[src/rtl/result_serializer.sv]
// result_serializer: captures four multiplier results and streams them out MSB-first as bytes over valid/ready.
module result_serializer #(
  parameter int RES_W   = 16,
  parameter int BYTE_W  = 8,
  parameter int NUM_RES = 4,
  parameter int CNT_W   = 8
) (
  input  logic              clk,
  input  logic              rst,
  input  logic [RES_W-1:0]  result1,
  input  logic [RES_W-1:0]  result2,
  input  logic [RES_W-1:0]  result3,
  input  logic [RES_W-1:0]  result4,
  input  logic              multiplication_done,
  output logic [BYTE_W-1:0] out_data,
  output logic              out_valid,
  input  logic              out_ready,
  output logic              out_last,
  output logic              busy,
  output logic              overrun,
  input  logic              ovr_clr,
  output logic [CNT_W-1:0]  frame_count
);
  localparam int BUF_W = NUM_RES * RES_W;
  localparam int NB    = BUF_W / BYTE_W;
  localparam int BC_W  = (NB > 1) ? $clog2(NB) : 1;

  typedef enum logic {IDLE, SEND} state_t;

  state_t            state, state_d;
  logic [BUF_W-1:0]  sbuf, sbuf_d;
  logic [BC_W-1:0]   cnt, cnt_d;
  logic [CNT_W-1:0]  fc_d;
  logic              done_q, ovr_d, rise, xfer, last_xfer, adv, load;

  always_comb begin
    rise      = multiplication_done & ~done_q;
    out_valid = state == SEND;
    busy      = out_valid;
    out_last  = out_valid && cnt == BC_W'(NB - 1);
    out_data  = sbuf[BUF_W-1 -: BYTE_W];
    xfer      = out_valid & out_ready;
    last_xfer = xfer & out_last;
    adv       = xfer & ~out_last;
    // A new set is accepted only when idle or exactly as the last byte leaves.
    load      = rise & (~out_valid | last_xfer);
    state_d   = load ? SEND : last_xfer ? IDLE : state;
    sbuf_d    = load ? BUF_W'({result1, result2, result3, result4}) : adv ? sbuf << BYTE_W : sbuf;
    cnt_d     = load ? '0 : adv ? cnt + 1'b1 : cnt;
    fc_d      = frame_count + CNT_W'(last_xfer);
    ovr_d     = (rise & ~load) | (overrun & ~ovr_clr);
  end

  always_ff @(posedge clk or negedge rst) begin
    if (!rst) begin
      state       <= IDLE;
      sbuf        <= '0;
      cnt         <= '0;
      frame_count <= '0;
      overrun     <= 1'b0;
      done_q      <= 1'b0;
    end else begin
      state       <= state_d;
      sbuf        <= sbuf_d;
      cnt         <= cnt_d;
      frame_count <= fc_d;
      overrun     <= ovr_d;
      done_q      <= multiplication_done;
    end
  end
endmodule
[config.mk]
export PLATFORM = sky130hd
export DESIGN_NAME = result_serializer
export DESIGN_NICKNAME = d
export VERILOG_FILES = /design/src/rtl/result_serializer.sv
export SDC_FILE = /design/constraint.sdc
export NUM_CORES = 1
export LEC_CHECK = 0
export CORE_UTILIZATION = 44
export DETAILED_ROUTE_END_ITERATION = 7
export PLACE_DENSITY = 0.76
export SYNTH_ARGS = -nofsm -noshare
export SYNTH_HDL_FRONTEND = slang
export SYNTH_SLANG_ARGS = --single-unit
[constraint.sdc]
create_clock -name clk -period 5.6 [get_ports clk]
set_clock_uncertainty 0.05 [all_clocks]
set_input_delay 1.12 -clock clk [delete_from_list [all_inputs] [get_ports clk]]
set_output_delay 1.12 -clock clk [all_outputs]
set_load 0.01 [all_outputs]
### Yosys cells after proc, flatten, opt, wreduce, memory -nomap -nowiden

Cells that the tools add are included.

| cells by class | value |
|---|---|
| add/subtract/negate cells | 2 |
| eq/ne operators | 1 |
| muxes and demuxes | 6 |
| bitwise logic cells | 14 |
| reductions and logical operators | 3 |

Operators with widths:

| operator | count |
|---|---|
| 2-to-1 mux 64 bit | 2 |
| adder 8 x 1 -> 8 bit | 1 |
| AND 1 bit | 7 |
| 2-to-1 mux 3 bit | 2 |
| inverter 1 bit | 5 |
| nonzero test 2 bit | 2 |
| adder 3 x 1 -> 3 bit (second input constant) | 1 |
| equality test 3 bit (second input constant) | 1 |
| 2-to-1 mux 1 bit | 2 |
| bitwise OR 1 bit | 2 |
| logical AND 1 bit | 1 |

| word-level totals | value |
|---|---|
| register bits | 78 |
| input bits | 69 |
| output and inout port bits | 20 |
| word-level logic and storage cells | 32 |

### Longest topological paths before layout

| logic depth | value |
|---|---|
| depth in word-level cells | 8 |
| gate-level depth with buffers | 8 |
| depth with buffers taken out | 8 |

### Worst setup path after synthesis

Ideal clock, no wire load.

| timing path | value |
|---|---|
| path type | input port to flip-flop |
| from | input out_ready |
| to | register frame_count[6] |
| setup time | 126 ps |
| arrival | 1962 ps |
| required time | 5424 ps |
| slack | 3461 ps |
| stages | 6 |
| buffers on the path | 0 |
| cell sequence | and3_1 ha_1 ha_1 nand3_1 nor2_1 xor2_1 |

| on the way | value |
|---|---|
| longest elaborated chain between the ends | 3 |

RTL lines:

| what | line | text |
|---|---|---|
| from (decl) | 17 | `input logic out_ready,` |
| AND 1 bit | 42 | `xfer = out_valid & out_ready;` |
| AND 1 bit | 43 | `last_xfer = xfer & out_last;` |
| adder 8 x 1 -> 8 bit | 50 | `fc_d = frame_count + CNT_W'(last_xfer);` |
| net fc_d[6] | 33 | `logic [CNT_W-1:0] fc_d;` |
| to (signal assigned) | 59 | `frame_count <= '0;` |
| to (signal assigned) | 66 | `frame_count <= fc_d;` |
| to (decl) | 22 | `output logic [CNT_W-1:0] frame_count` |

The timed path passes the listed nets, and every way through them passes these cells.
A chain may end at the register's enable or synchronous reset.

### Worst setup path in the final report

| timing path | value |
|---|---|
| from | register cnt[0] |
| to | output out_last |

| on the way | value |
|---|---|
| longest elaborated chain between the ends | 2 |

RTL lines:

| what | line | text |
|---|---|---|
| from (decl) | 32 | `logic [BC_W-1:0] cnt, cnt_d;` |
| from (signal assigned) | 65 | `cnt <= cnt_d;` |
| equality test 3 bit | 40 | `out_last = out_valid && cnt == BC_W'(NB - 1);` |
| logical AND 1 bit | 40 |  |
| to (decl) | 18 | `output logic out_last,` |

No other way between the ends.

==> qor.csv <==
metric,value,unit
syn_nets,420,
total wire length,7930,µm
final instance area,0.00471,mm²
HPWL after DPL,5010,µm
final setup fails,0,
Vias/cell,5.37,
power share of the combinational group,0.367,
"FF+latch count, synth",78,
residual DRC count,0,
CTS Sinks,78,
H-tree lvl count,3,
first-pass GRT wire length,12700,µm
Total GRT Usage,0.189,
Worst Path Required,4.43,ns
clock transition at the registers of the reported paths,0.09,ns
clock tree buffer depth,2,
Worst Hold Path Cells,1,
RSZ-0062 raised after global routing,no,
Setup TNS,0,ns
R2R depth,6,
Seq pwr share,0.414,
final hold vios,0,
Tot Pwr,2160,µW
Int Power,1380,µW
Critical Path Source Type,register,
"Seq/Total Area, Yosys",0.529,
via count,2801,
switching power,781,µW
Avg Inst Size Synth,10.6,µm²
die area,0.00876,mm²
filler instances,687,
hold crit path type,reg -> reg,
Iter 0 DRT Violations,165,
global placer's final weighted congestion,0.893,
CTS tree,built,
First-pass DRT Iterations,5,
crit path DAT,1.86,ns
layout cells sized above 1,0.108,
remaining global-route overflow,0,
leak pwr,0.00208,µW
minimum clock period,3.03,ns
type of the worst setup path,reg -> out,
FP Rows,33,
pre-CTS WS,2.43,ns
PostCTS Resize Cnt,0,
most frequent cells in the layout,"87 x clkdlybuf4s50_1, 78 x dfrtp_1, 58 x inv_1, 46 x o32ai_1, 46 x a21oi_1",
post-placement cell area,0.00449,mm²
# hold bufs at CTS,0,
Worst Tran Pin Value,0.969,ns
final worst slack,2.57,ns
maxcap violations,0,
core area,0.00818,mm²
Setup crit end kind,output pin,
ANT cells,0,
Clock Latency Late Sink,0.34,ns
clock group share of total power,0.220,
crit-path max FO,6,
pin count of the biggest net entering global routing,79,
Syn Inst Count,347,
antenna violations before repair,0,
WL/cell,15.2,µm
# Post-CTS Setup Buffers,0,
Post-DRT Antenna Nets,0,
starting density of the core,0.451,
Hold Path Sink,frame_count[7],
Switching Share,0.361,
Port Buffers,88,
vias in the first global route,2696,
FF-to-FF Start,cnt[0],
"most common cell after layout, fill and taps aside",clkdlybuf4s50_1,
Tcrit/Tclk final,0.540,
Peak Freq,0.330,GHz
Reg-to-Reg End,sbuf[2],
Ports,89,
Reg2Reg Setup Slack,3.34,ns
fin. max-slew vios,0,
count of cell types in the netlist,29,
PD cells,459,mW/mm²
status,finished clean,
root buffer cell,clkbuf_8,
DIE HEIGHT,93.6,µm
Worst VDD drop,0.169,mV
CTS Buf Count,9,
Hold Crit Start,frame_count[7],
synthesis-to-finish area growth,27.8,%
relative slew slack,0.354,
Syn. warnings,0,
Mapped Area,0.00369,mm²
Die Wd,93.6,µm
nets@finish,485,
[sequential cells by signal, indices dropped and copies added (netlist names)]
register / flops
sbuf: 64
frame_count: 8
cnt: 3
busy: 1
done_q: 1
overrun: 1
[layout make-up]
cell class                      instances  area (µm²)  area share
Inverter                               58         218      0.0462
Tap cell                              105         131      0.0279
Clock inverter                          7         103      0.0218
Timing Repair Buffer                   92         908       0.193
Clock buffer                            9         124      0.0263
Sequential cell                        78        1950       0.414
Multi-Input combinational cell        173        1280       0.271
[worst max path at each step]
stage / start / end / slack (ns) / cells after the start
3_5_place_dp: multiplication_done / sbuf[10] / 2.43 / 5
4_1_cts: cnt[0] / out_last / 2.56 / 4
3_3_place_gp: multiplication_done / sbuf[10] / 2.52 / 5
6_report: cnt[0] / out_last / 2.57 / 4
2_1_floorplan: out_ready / frame_count[6] / 3.46 / 6
5_1_grt: cnt[0] / out_last / 2.49 / 4
[cells in the mapped netlist (all sizes together)]
| library cell | instances | area share |
|---|---|---|
| dfrtp | 78 | 0.53 |
| inv | 58 | 0.059 |
| a21oi | 56 | 0.086 |
| o32ai | 56 | 0.15 |
| buf | 30 | 0.062 |
| nand2 | 12 | 0.012 |
| nand3 | 11 | 0.015 |
| clkbuf | 8 | 0.0095 |
| o21ai | 8 | 0.011 |
| nor2 | 6 | 0.0061 |
| xor2 | 5 | 0.012 |
| ha | 4 | 0.014 |
| mux2i | 2 | 0.0054 |
| nor2b | 2 | 0.0034 |
| o22ai | 2 | 0.0034 |
| xnor2 | 2 | 0.0047 |
| a21bo | 1 | 0.0027 |
| a21boi | 1 | 0.0031 |
| and2 | 1 | 0.0017 |
| and3 | 1 | 0.0017 |
| nand2b | 1 | 0.0017 |
| nand3b | 1 | 0.0020 |
| nor3 | 1 | 0.0014 |
[routing by layer]
layer	vias to the layer above	global-route usage	share of wire
met1	1325	0.268	0.46
met2	114	0.286	0.47
met4	0	0.0731	0.011
met3	10	0.0374	0.055
li1	1352	-	-
met5	-	0	0
[power by group through the flow]
| stage | Sequential (µW) | Clock [µW] | Combinational [µW] |
|---|---|---|---|
| 2_1_floorplan | 884 | 0 | 630 |
| 3_3_place_gp | 896 | 0 | 771 |
| 3_5_place_dp | 907 | 0 | 797 |
| 4_1_cts | 894 | 492 | 801 |
| 5_1_grt | 921 | 515 | 882 |
| 6_report | 895 | 476 | 793 |
[through the flow]
stage	hold slack, ns	util	instances
finish	0.421	0.577	522
global route	0.441	0.577	522
CTS	0.431	0.577	522
detailed placement	0.417	0.549	506
global placement	0.409	0.549	506
floorplan	0.441	-	347
[logic make-up (layout without fill, tap and decap cells)]
| family | Yosys count | count (layout) | synth area share |
|---|---|---|---|
| mux | 2 | 2 | 0.00543 |
| flops | 78 | 78 | 0.529 |
| fa+ha+maj | 4 | 4 | 0.0136 |
| compound gates | 124 | 124 | 0.259 |
| xor+xnor | 7 | 7 | 0.0166 |
| simple gates | 36 | 36 | 0.0451 |
| buf+inv | 96 | 166 | 0.131 |
[critical path, cell delays in order, from the launching register on]
cell,delay [ns]
dfrtp_1,0.41
ha_1,0.21
ha_1,0.26
and2_1,0.17
clkdlybuf4s50_1,0.47
Note: power is estimated with default switching activity, not from simulation.
==> patch: new RTL, same flow settings <==
Change the parameter `BYTE_W` from 8 to 32.
--- a/src/rtl/result_serializer.sv
+++ b/src/rtl/result_serializer.sv
@@ -1,7 +1,7 @@
 // result_serializer: captures four multiplier results and streams them out MSB-first as bytes over valid/ready.
 module result_serializer #(
   parameter int RES_W   = 16,
-  parameter int BYTE_W  = 8,
+  parameter int BYTE_W  = 32,
   parameter int NUM_RES = 4,
   parameter int CNT_W   = 8
 ) (
Interface: changed (resized out_data); port bits go from 89 to 113. The function was not compared with the original's and may differ.
==> patch against the original RTL <==
Routed wire length grew 2.5%. Non-clock buffer count rose by 23. Synthesized area is 2.1% lower. Sequential cell count is 2 lower. Sequential share of layout area is 0.56 points lower. Power shrank 6.1%. Worst setup slack better by 0.15 ns. Combinational power decreased by 12%. Final area decreased by 1.2%. First-iteration DRC count down 44%. Sequential power decreased by 4.5%.
==> patch: results (changes against the original RTL) <==
layout cell share with drive strength beyond 1=0.0648 (-0.0431); hpwl dp=5.37 mm (+7.3%); Cell Pwr Density=436 nW/um^2 (-5.0%); routability cong.=0.800 (-10%); setup bufs post-CTS=0 (unchanged); Slew HR=0.364 (+0.0102); Worst-Skew Late Latency=0.35 ns; sequential group power=0.000855 W (-4.5%); clock network power share=0.236 (+0.016); FILL cells=693 (+0.87%); design area=4660 um^2 (-1.2%); final cell count without fillers=534 (+2.3%); reg-to-reg slack, setup=3.53 ns (+0.19 ns); TritonRoute pass-1 iters=4 (-1); synth top area cells=dfrtp_1 53%, buf_4 7.7%, o32ai_1 7.5%, nand3_1 4.9%, a21oi_1 4.4%; post-synthesis xor/xnor area fraction=0.0146 (-0.00206); fin worst setup slack=2.73 ns (+0.155 ns); post-synthesis adder-cell area fraction=0.00693 (-0.00663); CP max FO=33 (+27); first-pass GRT wire length=13.4 mm (+5.5%); fin nets=498 (+2.7%); most instantiated cells after synthesis=76 x dfrtp_1, 37 x buf_4, 36 x nand2_1; Post-synth top flop=dfrtp_1; sequential area share after synthesis=0.527 (-0.00231); dpl cells=518 (+2.4%); Avg WL per Cell=15.2 um (+0.24%); IO buf count=112 (+27%); mux contribution to synthesized area=0 (-0.00543); Slowest-stage cell, CP=a21boi_4; All-Layer GR Usage=0.204 (+0.0148); number of global-route vias before repair=2732 (+1.3%); setup slack at placement=2.36 ns (-0.0676 ns); Worst IR Drop VDD=162 uV (-4.0%); P_leak=2.06 nW (-1.3%); placed instance area=4420 um^2 (-1.5%); Post-Synthesis Net Count=433 (+3.1%); Hold WS=0.427 ns (+0.00573 ns); DRT iter0 DRCs=93 (-44%); Top delay family on crit path=compound AO/OA/AOI/OAI gates; Vias=2730 (-2.5%); CP peak stage delay=0.81 ns (+0.34 ns); status=finished, final reports clean; Synth Area in Compound Gates=0.184 (-0.0754); post-synthesis cell type count=31 (+6.9%); Int Power=0.00140 W (+1.1%); largest net degree at the start of global routing=77 (-2.5%); Syn Inst Count=362 (+4.3%); Worst Path Arrival=3.09 ns (+1.23 ns)
==> patch: per-layer routing <==
layer	track usage	part of all wire	vias to the layer above
met3	0.0386	0.052	9
li1	-	-	1346
met2	0.339	0.51	80
met1	0.261	0.43	1295
met4	0.0859	0.015	0
met5	0	0	-
==> patch: final cells by class <==
class                      instances  area share
timing repair buffer             115       0.245
inverter                          34      0.0274
sequential                        76       0.408
tap                              102      0.0274
multi-input combinational        191       0.241
clock buffer                      12      0.0355
clock inverter                     4      0.0150
==> patch: final timing paths <==
check / from / endpoint / cells after the start
max: out_ready / sbuf[1] / 4
min: frame_count[7] / frame_count[7] / 1
max reg2reg: done_q / sbuf[1] / 3
min reg2reg: frame_count[7] / frame_count[7] / 1
max in group asynchronous: rst / sbuf[59] / 1
min in group asynchronous: rst / sbuf[35] / 1
==> patch: cells by family after synthesis <==
kind of cell    after synthesis
xor+xnor                      6
compound gates              101
fa+ha+maj                     2
buf+inv                      95
flops                        76
simple gates                 82
